$ cat config.mk
export PLATFORM = sky130hd
export DESIGN_NAME = mod_mult_arbiter_64b
export DESIGN_NICKNAME = d
export VERILOG_FILES = /design/src/rtl/mod_mult_pkg.sv /design/src/rtl/mod_mult_arbiter_64b_rr.sv /design/src/rtl/mod_mult_arbiter_64b.sv
export SDC_FILE = /design/constraint.sdc
export NUM_CORES = 1
export LEC_CHECK = 0
export BUFFER_PORTS_ARGS = -buffer_cell sky130_fd_sc_hd__buf_2
export CORE_AREA = 2 2 455 457
export CTS_BUF_LIST = sky130_fd_sc_hd__clkbuf_8
export CTS_CLUSTER_DIAMETER = 60
export DETAILED_ROUTE_END_ITERATION = 10
export DIE_AREA = 0 0 457 459
export GPL_ROUTABILITY_DRIVEN = 0
export PLACE_DENSITY = 0.3
export SYNTH_ARGS = -nofsm -noshare
export SYNTH_HDL_FRONTEND = slang
export SYNTH_SLANG_ARGS = --single-unit
export TNS_END_PERCENT = 30
$ cat constraint.sdc
create_clock -name iClk -period 5.5 [get_ports iClk]
set_clock_uncertainty 0.1 [all_clocks]
set_input_delay 0.825 -clock iClk [delete_from_list [all_inputs] [get_ports iClk]]
set_output_delay 0.825 -clock iClk [all_outputs]
set_load 0.03 [all_outputs]
$ cat src/rtl/mod_mult_pkg.sv
// Shared widths and the tag carried alongside each multiplier operation.
package mod_mult_pkg;
  localparam int DATA_W      = 64;
  localparam int K_W         = 7;
  localparam int U_W         = 128;
  localparam int LAT_DEFAULT = 19;
  localparam int ID_W        = 3;

  typedef struct packed {
    logic            valid;
    logic [ID_W-1:0] id;
  } tag_t;
endpackage

$ cat src/rtl/mod_mult_arbiter_64b_rr.sv
// Round-robin arbiter: first requester at or after the pointer wins.
module rr_arbiter #(
  parameter int N = 4,
  localparam int IW = $clog2(N)
) (
  input  logic          iClk,
  input  logic          iClr,
  input  logic          iAccept,
  input  logic [N-1:0]  iReq,
  output logic [N-1:0]  oGnt,
  output logic [IW-1:0] oIdx
);
  logic [IW-1:0] r_ptr;
  logic [IW-1:0] w_j;
  logic          w_hit;

  always_comb begin
    oGnt  = '0;
    oIdx  = '0;
    w_hit = 1'b0;
    w_j   = '0;
    for (int k = 0; k < N; k++) begin
      w_j = IW'((int'(r_ptr) + k) % N);
      if (!w_hit && iReq[w_j]) begin
        w_hit = 1'b1;
        oIdx  = w_j;
      end
    end
    oGnt[oIdx] = w_hit;
  end

  always_ff @(posedge iClk) begin
    if (iClr)
      r_ptr <= '0;
    else if (iAccept)
      r_ptr <= (oIdx == IW'(N-1)) ? '0 : oIdx + 1'b1;
  end
endmodule

$ cat src/rtl/mod_mult_arbiter_64b.sv
// Shares one pipelined Barrett multiplier among NUM_REQ requesters.
// Define MOD_MULT_ARB_PERF_EN to add issue/stall counters.
module mod_mult_arbiter_64b
  import mod_mult_pkg::*;
#(
  parameter int NUM_REQ = 4,
  parameter int LATENCY = LAT_DEFAULT,
  localparam int IW = $clog2(NUM_REQ)
) (
  input  logic                      iClk,
  input  logic                      iRst,
  input  logic                      iFlush,
  input  logic                      iCfgWe,
  output logic                      oCfgReady,
  input  logic [K_W-1:0]            iCfgK,
  input  logic [U_W-1:0]            iCfgU,
  input  logic [DATA_W-1:0]         iCfgMod,
  input  logic [NUM_REQ-1:0]        iReqValid,
  output logic [NUM_REQ-1:0]        oReqReady,
  input  logic [NUM_REQ*DATA_W-1:0] iReqData0,
  input  logic [NUM_REQ*DATA_W-1:0] iReqData1,
  output logic                      oMulEn,
  output logic                      oMulClr,
  output logic [K_W-1:0]            oMulK,
  output logic [U_W-1:0]            oMulU,
  output logic [DATA_W-1:0]         oMulMod,
  output logic [DATA_W-1:0]         oMulData0,
  output logic [DATA_W-1:0]         oMulData1,
  input  logic [DATA_W-1:0]         iMulData,
  output logic                      oRspValid,
  output logic [IW-1:0]             oRspId,
  output logic [DATA_W-1:0]         oRspData,
  output logic                      oBusy
`ifdef MOD_MULT_ARB_PERF_EN
  ,
  output logic [31:0]               oIssueCnt,
  output logic [31:0]               oStallCnt
`endif
);
  tag_t              r_tag [LATENCY];
  logic              r_cfgd;
  logic              r_en;
  logic              r_clr;
  logic              r_rsp_valid;
  logic [ID_W-1:0]   r_rsp_id;
  logic [K_W-1:0]    r_k;
  logic [U_W-1:0]    r_u;
  logic [DATA_W-1:0] r_mod;
  logic [DATA_W-1:0] r_d0;
  logic [DATA_W-1:0] r_d1;

  logic [NUM_REQ-1:0] w_gnt;
  logic [IW-1:0]      w_idx;
  logic               w_empty;
  logic               w_block;
  logic               w_acc;
  logic               w_cfg_fire;
  logic               w_unused_id;
  logic [DATA_W-1:0]  w_a;
  logic [DATA_W-1:0]  w_b;
  tag_t               w_tag_in;

  rr_arbiter #(.N(NUM_REQ)) u_rr (
    .iClk    (iClk),
    .iClr    (iRst | iFlush),
    .iAccept (w_acc),
    .iReq    (iReqValid),
    .oGnt    (w_gnt),
    .oIdx    (w_idx)
  );

  always_comb begin
    w_empty = 1'b1;
    for (int i = 0; i < LATENCY; i++)
      if (r_tag[i].valid) w_empty = 1'b0;
  end

  // A config write to an idle pipe takes priority over any grant.
  assign w_block    = iRst | iFlush | ~r_cfgd
                    | (iCfgWe & w_empty);
  assign oReqReady  = w_block ? '0 : w_gnt;
  assign w_acc      = |oReqReady;
  assign oCfgReady  = ~iRst & w_empty & ~w_acc;
  assign w_cfg_fire = iCfgWe & oCfgReady;

  assign w_a = iReqData0[int'(w_idx)*DATA_W +: DATA_W];
  assign w_b = iReqData1[int'(w_idx)*DATA_W +: DATA_W];

  always_comb begin
    w_tag_in       = '0;
    w_tag_in.valid = w_acc;
    w_tag_in.id    = w_acc ? ID_W'(w_idx) : '0;
  end

  always_ff @(posedge iClk) begin
    if (iRst) begin
      r_cfgd      <= 1'b0;
      r_en        <= 1'b0;
      r_clr       <= 1'b1;
      r_k         <= '0;
      r_u         <= '0;
      r_mod       <= '0;
      r_d0        <= '0;
      r_d1        <= '0;
      r_rsp_valid <= 1'b0;
      r_rsp_id    <= '0;
      for (int i = 0; i < LATENCY; i++)
        r_tag[i] <= '0;
    end else begin
      r_en  <= 1'b1;
      r_clr <= iFlush;
      if (w_cfg_fire) begin
        r_k    <= iCfgK;
        r_u    <= iCfgU;
        r_mod  <= iCfgMod;
        r_cfgd <= 1'b1;
      end
      r_d0     <= w_acc ? w_a : '0;
      r_d1     <= w_acc ? w_b : '0;
      r_tag[0] <= w_tag_in;
      for (int i = 1; i < LATENCY; i++)
        r_tag[i] <= iFlush ? '0 : r_tag[i-1];
      r_rsp_valid <= r_tag[LATENCY-1].valid & ~iFlush;
      r_rsp_id    <= r_tag[LATENCY-1].id;
    end
  end

  assign oMulEn      = r_en;
  assign oMulClr     = r_clr;
  assign oMulK       = r_k;
  assign oMulU       = r_u;
  assign oMulMod     = r_mod;
  assign oMulData0   = r_d0;
  assign oMulData1   = r_d1;
  assign oRspValid   = r_rsp_valid & ~iRst;
  assign oRspId      = oRspValid ? r_rsp_id[IW-1:0] : '0;
  assign oRspData    = oRspValid ? iMulData : '0;
  assign oBusy       = ~w_empty & ~iRst;
  assign w_unused_id = &r_rsp_id;

`ifdef MOD_MULT_ARB_PERF_EN
  logic [31:0] r_issue;
  logic [31:0] r_stall;

  always_ff @(posedge iClk) begin
    if (iRst) begin
      r_issue <= '0;
      r_stall <= '0;
    end else begin
      if (w_acc && r_issue != '1)
        r_issue <= r_issue + 1'b1;
      if (|iReqValid && !w_acc && r_stall != '1)
        r_stall <= r_stall + 1'b1;
    end
  end

  assign oIssueCnt = r_issue;
  assign oStallCnt = r_stall;
`endif
endmodule
==> summary.txt, run 1 <==
Outcome
  • Outcome: finished clean

Worst setup path
  • Critical Path Source: u_rr.r_ptr[0]
  • R2R cell count: 10
  • Endpoint type of the worst setup path: primary output
  • Classification of the worst setup path: register to primary output
  • Data arrival time of the worst path: 3290 ps
  • Capturing point of the worst reg2reg path: oMulData0[3]
  • Register-to-register setup slack: between 1500 and 2000 ps
  • CP required: 4580 ps
  • Setup crit start kind: register
  • Reg2reg start: u_rr.r_ptr[0]
  • Crit path max fanout: 81

Synth
  • Post-synthesis net count: about 2,500
  • Yosys warning total: 0
  • Netlist area before placement: 16,670 sq um
  • Number of flip-flops and latches in the synthesized netlist: 392
  • Share of flip-flops with an asynchronous set or reset: 0%
  • Register area share after synthesis: 47.08%
  • Post-Syn Instances: 1,688
  • Number of different library cells in the post-synthesis netlist: 38
  • Area share of the leading cell type in the synthesized netlist: between 40% and 50%
  • Primary flip-flop cell chosen by synthesis mapping: sky130_fd_sc_hd__dfxtp_1
  • Avg Synthesized Cell Area: 9.874 sq um
  • Library cell occupying the most area in the post-synthesis netlist: sky130_fd_sc_hd__dfxtp_1
  • Number of enable flip-flop cells after synthesis: 0
  • Most area-consuming cells after synthesis: sky130_fd_sc_hd__dfxtp_1 (47%), sky130_fd_sc_hd__mux2i_1 (15%), sky130_fd_sc_hd__nand2_1 (9.0%), sky130_fd_sc_hd__o22ai_2 (7.5%), sky130_fd_sc_hd__a21oi_1 (6.1%)

Clocking
  • Clock tree from TritonCTS: built
  • CTS Sinks: 392
  • Skew-Pair Late Insertion Delay: 800 ps
  • Clock root buffer: sky130_fd_sc_hd__clkbuf_8
  • Total of cells resized after clock tree synthesis: 0
  • Number of buffers on the longest clock path: 3
  • Number of buffers added by the clock tree synthesis step: 87
  • Clock Pin Slew Worst Setup and Hold Paths: 60 ps
  • H-tree Lvls: 3

Floorplan
  • Die outline area: 209,800 sq um
  • # rows: 167
  • Initial Util: under 10%
  • Overall die width: between 400 and 500 um
  • # IOs: roughly 1,200
  • Placeable core region: 205,600 sq um
  • Y dimension of the die: between 400 and 500 um

Timing
  • Count of endpoints failing hold in the final timing report: 0
  • Tightest slew margin relative to the limit: 20.08%
  • Final clock period utilization by the worst path: 76.56%
  • Minimum clock period: about 4200 ps
  • Post-route setup TNS: 0 ps
  • Setup violators final: 0
  • Final slew viol count: 0
  • RSZ-0062 raised after global routing: false
  • FMAX: around 240 MHz
  • Slew at the pin closest to its max-slew limit: 1199 ps

Flow run
  • Max-cap violations: 0

Worst hold path
  • Worst min-delay path class: primary input to register
  • Hold Path Stages: 3
  • Worst hold path startpoint: iCfgU[63]
  • Destination of the worst hold path: oMulU[63]

Power
  • Leakage Power: around 13 nW
  • Total power: about 7.9 mW
  • Maximum resistive drop on vdd: 0.0001567 V
  • Power per cell area: 286.5 nW/um^2

GRT
  • Overall global routing resource usage: 10.54%
  • Initial antenna violation count: 67
  • Vias in the first global route: between 15,000 and 20,000
  • Final global-route overflow total: 0
  • Maximum number of pins on one net before global-route repair: about 130
  • Wire length of the first global-routing pass: around 150,000 um

Placement
  • Port-buffer cells: 1,184
  • HPWL Detailed: roughly 100,000 um
  • Placed instance area: about 25,000 sq um

Detailed routing
  • Post-route antenna net violation count: 0
  • DR vias: around 17,000
  • Average wire length per cell after detail routing: between 20 and 25 um
  • Routed WL: 116,200 um
  • Drt first-iter violations: 680
  • DRT Pass-1 Iters: 5
  • Number of remaining DRC errors: 0
  • Via-to-Cell Ratio: 3.015

Cells and area
  • Final core utilization: 13.34%
  • Layout overhead on the synthesized area: 64.60%
  • Fin area: 27,430 sq um
  • Fraction of layout cells with a size suffix above 1: 49.05%
  • Final net count: 3,680
layout by cell type, fill, tap and decap left out, types with 2 or more instances in the layout:
cell | synthesis | final
sky130_fd_sc_hd__buf_2 | 19 | 1183
sky130_fd_sc_hd__nand2_1 | 399 | 399
sky130_fd_sc_hd__dfxtp_1 | 392 | 392
sky130_fd_sc_hd__mux2i_1 | 256 | 256
sky130_fd_sc_hd__a21oi_1 | 202 | 202
sky130_fd_sc_hd__and2_1 | 125 | 125
sky130_fd_sc_hd__clkbuf_8 | 0 | 104
sky130_fd_sc_hd__o22ai_2 | 100 | 100
sky130_fd_sc_hd__dlygate4sd3_1 | 0 | 40
sky130_fd_sc_hd__inv_1 | 5 | 35
sky130_fd_sc_hd__o22ai_1 | 28 | 28
sky130_fd_sc_hd__buf_4 | 4 | 24
sky130_fd_sc_hd__diode_2 | 0 | 22
sky130_fd_sc_hd__bufinv_16 | 0 | 6
sky130_fd_sc_hd__clkinv_2 | 1 | 6
sky130_fd_sc_hd__nor2_1 | 6 | 5
sky130_fd_sc_hd__buf_12 | 11 | 5
sky130_fd_sc_hd__nor2b_1 | 5 | 4
sky130_fd_sc_hd__nor4_2 | 4 | 4
sky130_fd_sc_hd__ha_1 | 4 | 4
sky130_fd_sc_hd__nand3_1 | 4 | 3
sky130_fd_sc_hd__nand2b_1 | 2 | 2
sky130_fd_sc_hd__nand4_1 | 2 | 2
sky130_fd_sc_hd__clkinvlp_4 | 0 | 2
sky130_fd_sc_hd__inv_8 | 0 | 2
state kept, by name (all words and copies together) (netlist names), 2 cells and up:
signal      cells
oMulU         128
oMulData0      64
oMulData1      64
oMulMod        64
r_tag          57
oMulK           7
r_rsp_id        2
u_rr.r_ptr      2
cells in the mapped netlist, types with 5 or more instances:
cell type and number:
sky130_fd_sc_hd__a21oi_1 202, sky130_fd_sc_hd__and2_1 125, sky130_fd_sc_hd__buf_12 11, sky130_fd_sc_hd__buf_2 19, sky130_fd_sc_hd__buf_6 57, sky130_fd_sc_hd__clkbuf_1 45
sky130_fd_sc_hd__dfxtp_1 392, sky130_fd_sc_hd__inv_1 5, sky130_fd_sc_hd__mux2i_1 256, sky130_fd_sc_hd__nand2_1 399, sky130_fd_sc_hd__nor2_1 6, sky130_fd_sc_hd__nor2b_1 5
sky130_fd_sc_hd__o22ai_1 28, sky130_fd_sc_hd__o22ai_2 100
timing repair:
| action | 4_1_cts | 5_1_grt |
|---|---|---|
| hold endpoints to repair | 40 | 0 |
| hold buffers | 40 | 0 |
| setup buffers | 0 | 0 |
final cells by class:
class	count	area [sq um]
fill	23660	178200
sequential	392	7848
multi-input combinational	1152	7669
timing repair buffer	1253	6615
tap	2704	3383
clock buffer	103	1418
clock inverter	49	401.6
antenna	22	55.05
inverter	7	45.04
where the power goes:
part | switching (mW) | leakage, nW | total, mW | internal [mW]
clock | 1.56 | 1.04 | 3.54 | 1.98
sequential | 0.0529 | 3.20 | 3.00 | 2.95
combinational | 0.821 | 8.36 | 1.33 | 0.505
total | 2.43 | 12.6 | 7.86 | 5.43
critical path, stage by stage (launching register included):
cell and delay, ps:
sky130_fd_sc_hd__dfxtp_1 330, sky130_fd_sc_hd__nand2b_1 160, sky130_fd_sc_hd__a21oi_1 140, sky130_fd_sc_hd__a211o_1 380, sky130_fd_sc_hd__inv_16 170, sky130_fd_sc_hd__ha_1 290
sky130_fd_sc_hd__or4_1 500, sky130_fd_sc_hd__nand4_1 140, sky130_fd_sc_hd__o2111a_1 180, sky130_fd_sc_hd__buf_2 200
per-stage QoR:
stage | setup slack (ps) | instances | hold WS (ps)
floorplan | 1736 | 1688 | 305.7
global placement | 1098 | 5468 | 308.1
detailed placement | 1175 | 5468 | 309.7
CTS | 1048 | 5660 | 0.09648
global route | 967.5 | 5671 | 72.56
finish | 1289 | 5682 | 189.0
routing by layer:
| layer | vias up | track usage [%] | wire length, um |
|---|---|---|---|
| li1 | 8220 | - | - |
| met1 | 7722 | 9.868 | 38830 |
| met2 | 933 | 20.09 | 61820 |
| met3 | 238 | 4.343 | 11340 |
| met4 | 16 | 4.218 | 4096 |
| met5 | - | 0 | 110 |
logic make-up after synthesis:
| group | synth area share (%) |
|---|---|
| flip-flops | 47.08 |
| AO/OA/AOI/OAI | 15.10 |
| buffers and inverters | 7.207 |
| adder cells (fa/ha/maj) | 0.3003 |
| AND/OR/NAND/NOR | 14.94 |
| multiplexers | 15.37 |
how the worst max path moves through the flow:
| stage | end | slack [ps] | depth (start not counted) |
|---|---|---|---|
| floorplan | oCfgReady | 1740 | 10 |
| global placement | oMulData1[37] | 1100 | 11 |
| detailed placement | oMulData1[37] | 1170 | 11 |
| CTS | oCfgReady | 1050 | 9 |
| global route | oCfgReady | 970 | 9 |
| finish | oCfgReady | 1290 | 9 |
Power figures use the tool's default switching activity.
==> inputs of run 2 (changes only) <==
--- a/config.mk
+++ b/config.mk
@@ -5,12 +5,13 @@
 export SDC_FILE = /design/constraint.sdc
 export NUM_CORES = 1
 export LEC_CHECK = 0
+export ABC_AREA = 1
 export BUFFER_PORTS_ARGS = -buffer_cell sky130_fd_sc_hd__buf_2
-export CORE_AREA = 2 2 455 457
+export CORE_AREA = 2 2 464 466
 export CTS_BUF_LIST = sky130_fd_sc_hd__clkbuf_8
 export CTS_CLUSTER_DIAMETER = 60
 export DETAILED_ROUTE_END_ITERATION = 10
-export DIE_AREA = 0 0 457 459
+export DIE_AREA = 0 0 466 468
 export GPL_ROUTABILITY_DRIVEN = 0
 export PLACE_DENSITY = 0.3
 export SYNTH_ARGS = -nofsm -noshare
==> constraint.sdc (replaced) <==
create_clock -name iClk -period 4.1 [get_ports iClk]
set_clock_uncertainty 0.1 [all_clocks]
set_input_delay 0.615 -clock iClk [delete_from_list [all_inputs] [get_ports iClk]]
set_output_delay 0.615 -clock iClk [all_outputs]
set_load 0.03 [all_outputs]
==> run 2 against run 1 <==
  * Via count is 52% higher
  * Design area rose by 32%
  * Register-to-register slack got worse by 1800 ps
  * First-iteration DRC count up 25%
  * Synthesized cell count rose by 91%
==> summary.txt, run 2 <==
Outcome
  • Outcome: finished clean

Synth
  • Post-synthesis net count: 4,010 (+62%)
  • Library cell occupying the most area in the post-synthesis netlist: sky130_fd_sc_hd__dfxtp_1
  • Register area share after synthesis: 40.27% (-6.8 points)
  • Number of different library cells in the post-synthesis netlist: 26 (-32%)
  • Post-Syn Instances: 3,223 (+91%)
  • Avg Synthesized Cell Area: 6.047 sq um (-39%)
  • Most area-consuming cells after synthesis: sky130_fd_sc_hd__dfxtp_1 (40%), sky130_fd_sc_hd__nand2_1 (21%), sky130_fd_sc_hd__inv_1 (11%), sky130_fd_sc_hd__nor2_1 (10%), sky130_fd_sc_hd__nand4_1 (4.1%)
  • Number of flip-flops and latches in the synthesized netlist: 392 (unchanged)
  • Share of flip-flops with an asynchronous set or reset: 0% (unchanged)
  • Number of enable flip-flop cells after synthesis: 0 (unchanged)
  • Primary flip-flop cell chosen by synthesis mapping: sky130_fd_sc_hd__dfxtp_1
  • Most repeated cell in the gate-level netlist after synthesis: sky130_fd_sc_hd__nand2_1
  • Yosys warning total: 0 (unchanged)
  • Netlist area before placement: 19,490 sq um (+17%)
  • Area share of the leading cell type in the synthesized netlist: 40.27% (-6.8 points)
  • Most frequent cells after synthesis: sky130_fd_sc_hd__nand2_1 (1,073), sky130_fd_sc_hd__inv_1 (589), sky130_fd_sc_hd__nor2_1 (542)

Clocking
  • Clock tree from TritonCTS: built
  • Skew-Pair Late Insertion Delay: 800 ps (about the same)
  • Clock root buffer: sky130_fd_sc_hd__clkbuf_8
  • Number of buffers on the longest clock path: 3 (unchanged)
  • Clock Pin Slew Worst Setup and Hold Paths: 60 ps (about the same)
  • CTS Sinks: 392 (unchanged)
  • Number of buffers added by the clock tree synthesis step: 89 (+2.3%)
  • H-tree Lvls: 3 (unchanged)

Detailed routing
  • DRT Pass-1 Iters: 5 (unchanged)
  • Number of remaining DRC errors: 0 (unchanged)
  • Routed WL: 140,600 um (+21%)
  • Post-route antenna net violation count: 0 (unchanged)
  • Via-to-Cell Ratio: 3.330 (+10%)
  • DR vias: 25,990 (+52%)
  • Drt first-iter violations: 847 (+25%)
  • Average wire length per cell after detail routing: 18.01 um (-12%)

Timing
  • Slew at the pin closest to its max-slew limit: 1280 ps (+81.68 ps)
  • Worst hold slack: 151.2 ps (-37.82 ps)
  • Final slew viol count: 0 (unchanged)
  • RSZ-0062 raised after global routing: true
  • Final clock period utilization by the worst path: 96.87%
  • Minimum clock period: between 3000 and 4000 ps
  • Count of endpoints failing hold in the final timing report: 0 (unchanged)
  • Tightest slew margin relative to the limit: 14.63% (-5.4 points)
  • Setup violators final: 0 (unchanged)
  • FMAX: 251.8 MHz

Worst setup path
  • Family of cells with the greatest summed delay on the critical path: buffers and inverters
  • Classification of the worst setup path: register to register
  • R2R cell count: 17 (+7)
  • Endpoint type of the worst setup path: register
  • Crit path depth: 17 (+8)
  • Worst path max stage delay: 560 ps (+60 ps)
  • Crit path max fanout: 129 (+59%)
  • Critical path cell sequence: buf_12 -> buf_16 -> nand2_2 -> nand3_2 -> o21a_4 -> nand2_4 -> nand2_2 -> nand2_4 -> nand3_4 -> inv_4 -> buf_12 -> nand2_1 -> nand2_1 -> dlygate4sd3_1 -> nand2_1 -> a21oi_1 -> dlygate4sd3_1
  • Cell repeated most along the worst path: sky130_fd_sc_hd__nand2_1
  • CP required: 4730 ps (+150 ps)
  • Critical path buffers and inverters: 6 (+4)
  • Cell type of the slowest stage on the worst timing path: sky130_fd_sc_hd__dlygate4sd3_1
  • Setup crit start kind: register
  • Data arrival time of the worst path: 4600 ps (+1310 ps)

Worst hold path
  • Worst min-delay path class: primary input to register
  • Hold Path Stages: 5 (+2)

Power
  • Sequential power share: 34.0% (-4.2 points)
  • Switching Fraction: 33.55% (+2.6 points)
  • Cell-internal power: 7.945 mW (+46%)
  • Proportion of power drawn by combinational gates: 24.7% (+7.8 points)
  • Leakage Power: 19.74 nW (+57%)
  • Maximum resistive drop on vdd: 0.0001651 V (+5.4%)
  • Proportion of power drawn by the clock network: 41.2% (-3.8 points)
  • Power per cell area: 330.9 nW/um^2 (+15%)
  • Net switching power figure: 4.011 mW (+65%)

Floorplan
  • Overall die width: 466 um (+2.0%)
  • Die outline area: 218,100 sq um (+4.0%)
  • Y dimension of the die: 468 um (+2.0%)
  • Initial Util: 9.135% (+1.0 points)
  • Placeable core region: 213,300 sq um (+3.8%)
  • # rows: 170 (+1.8%)
  • # IOs: 1,185 (unchanged)

Cells and area
  • Final core utilization: 16.94% (+3.6 points)
  • Most frequent cells in the layout: sky130_fd_sc_hd__buf_2 (1,183), sky130_fd_sc_hd__nand2_1 (1,058), sky130_fd_sc_hd__inv_1 (611)
  • Layout overhead on the synthesized area: 85.42%
  • Area used by multi-input combinational logic: 8557 sq um (+12%)
  • Final net count: 5,667 (+54%)
  • Number of filler instances in the final layout: 24,970 (+5.6%)
  • Fraction of layout cells with a size suffix above 1: 28.89% (-20 points)
  • Most common cell after layout, fill and taps aside: sky130_fd_sc_hd__buf_2
  • Max FFs per register: 128 (unchanged)
  • Register Area: 7855 sq um (about the same)

GRT
  • Busiest layer in global routing: met2
  • Met3 Use GR: 4.748% (+0.40 points)
  • Maximum number of pins on one net before global-route repair: 150 (+17%)
  • Met1 usage in global routing: 13.25% (+3.4 points)
  • Final global-route overflow total: 0 (unchanged)
  • Vias in the first global route: 25,960 (+50%)
  • Overall global routing resource usage: 12.30% (+1.8 points)
  • Global Route met2 Usage: 21.27% (+1.2 points)
  • Initial antenna violation count: 73 (+9.0%)
  • Wire length of the first global-routing pass: 191,000 um (+27%)

Placement
  • Port-buffer cells: 1,184 (unchanged)
  • HPWL Detailed: 112,300 um (+15%)

Flow run
  • Max-cap violations: 0 (unchanged)
-- run 2: cell count changes after synthesis, moves of 42 or more --
| cell | change |
|---|---|
| sky130_fd_sc_hd__and2_1 | -125 |
| sky130_fd_sc_hd__a21oi_1 | -71 |
| sky130_fd_sc_hd__nand2_1 | +674 |
| sky130_fd_sc_hd__nor2_1 | +536 |
| sky130_fd_sc_hd__nand3_1 | +133 |
| sky130_fd_sc_hd__o22ai_2 | -100 |
| sky130_fd_sc_hd__nand4_1 | +127 |
| sky130_fd_sc_hd__mux2i_1 | -256 |
| sky130_fd_sc_hd__buf_2 | +70 |
| sky130_fd_sc_hd__inv_1 | +584 |
| sky130_fd_sc_hd__clkbuf_1 | +42 |
| sky130_fd_sc_hd__buf_6 | -44 |
-- run 2: per-stage QoR --
stage | power, mW | std cells | setup slack (ps) | instance area [sq um] | setup TNS (ps)
floorplan | 5.517 | 3223 | 434.3 | 19490 | 0
global placement | 6.652 | 7093 | 506.3 | 28650 | 0
detailed placement | 6.656 | 7093 | 480.3 | 28650 | 0
CTS | 12.34 | 7785 | -40.48 | 36030 | -40.48
global route | 12.75 | 7791 | -49.96 | 36100 | -50.99
finish | 11.96 | 7805 | 128.2 | 36140 | 0
-- run 2: cell families (layout without fill, tap and decap cells) --
family | count (synthesis) | after routing | share of synthesized area (%)
AO/OA/AOI/OAI | 140 | 140 | 3.743
adder cells (fa/ha/maj) | 4 | 4 | 0.2568
AND/OR/NAND/NOR | 1887 | 1887 | 39.05
other | 0 | 20 | 0
buffers and inverters | 800 | 2524 | 16.69
flip-flops | 392 | 392 | 40.27
-- run 2: final timing paths --
path,startpoint,to,slack [ps]
setup / recovery,u_rr.r_ptr[0],oMulData1[54],130
hold / removal,iReqData1[43],oMulData1[43],150
setup reg to reg,u_rr.r_ptr[0],oMulData1[54],130
hold reg to reg,r_tag[18][0],r_rsp_id[0],290
-- run 2: what timing repair did --
| action | in CTS | in global routing |
|---|---|---|
| pin swaps | 17 | 7 |
| hold buffers | 521 | 0 |
| setup buffers | 12 | 0 |
| gates cloned | 1 | 0 |
| resized for setup | 41 | 10 |
| hold endpoints to repair | 326 | 0 |
| endpoints found under the setup margin | 5 | 20 |
-- run 2: power by group through the flow --
stage | clock, mW | sequential (mW) | combinational (mW)
floorplan | 0 | 4.47 | 1.05
global placement | 0 | 4.15 | 2.50
detailed placement | 0 | 4.15 | 2.50
CTS | 5.26 | 4.07 | 3.02
global route | 5.40 | 4.09 | 3.26
finish | 4.93 | 4.07 | 2.96
-- run 2: layout make-up --
class                           count  area share (%)
Clock buffer                      107           4.075
Multi-Input combinational cell   2031           23.68
Timing Repair Buffer             1773           33.12
Clock inverter                     51           1.191
Inverter                          593           6.236
Tap cell                         2838           9.827
Sequential cell                   392           21.74
Antenna cell                       20          0.1385
-- run 2: routing by layer --
metal  wire length (um)  part of all wire, %
met5                273                 0.19
met4               5868                  4.2
met3              12940                  9.2
met2              67550                   48
met1              53980                   38
-- run 2: worst reg2reg max path: cells and delay by family (launching register included) --
kind / cells / cell delay (ps)
and+or+nand+nor: 9 / 1360
DFF: 1 / 360
AOI/OAI and AO/OA: 2 / 330
buffers and inverters: 6 / 1780
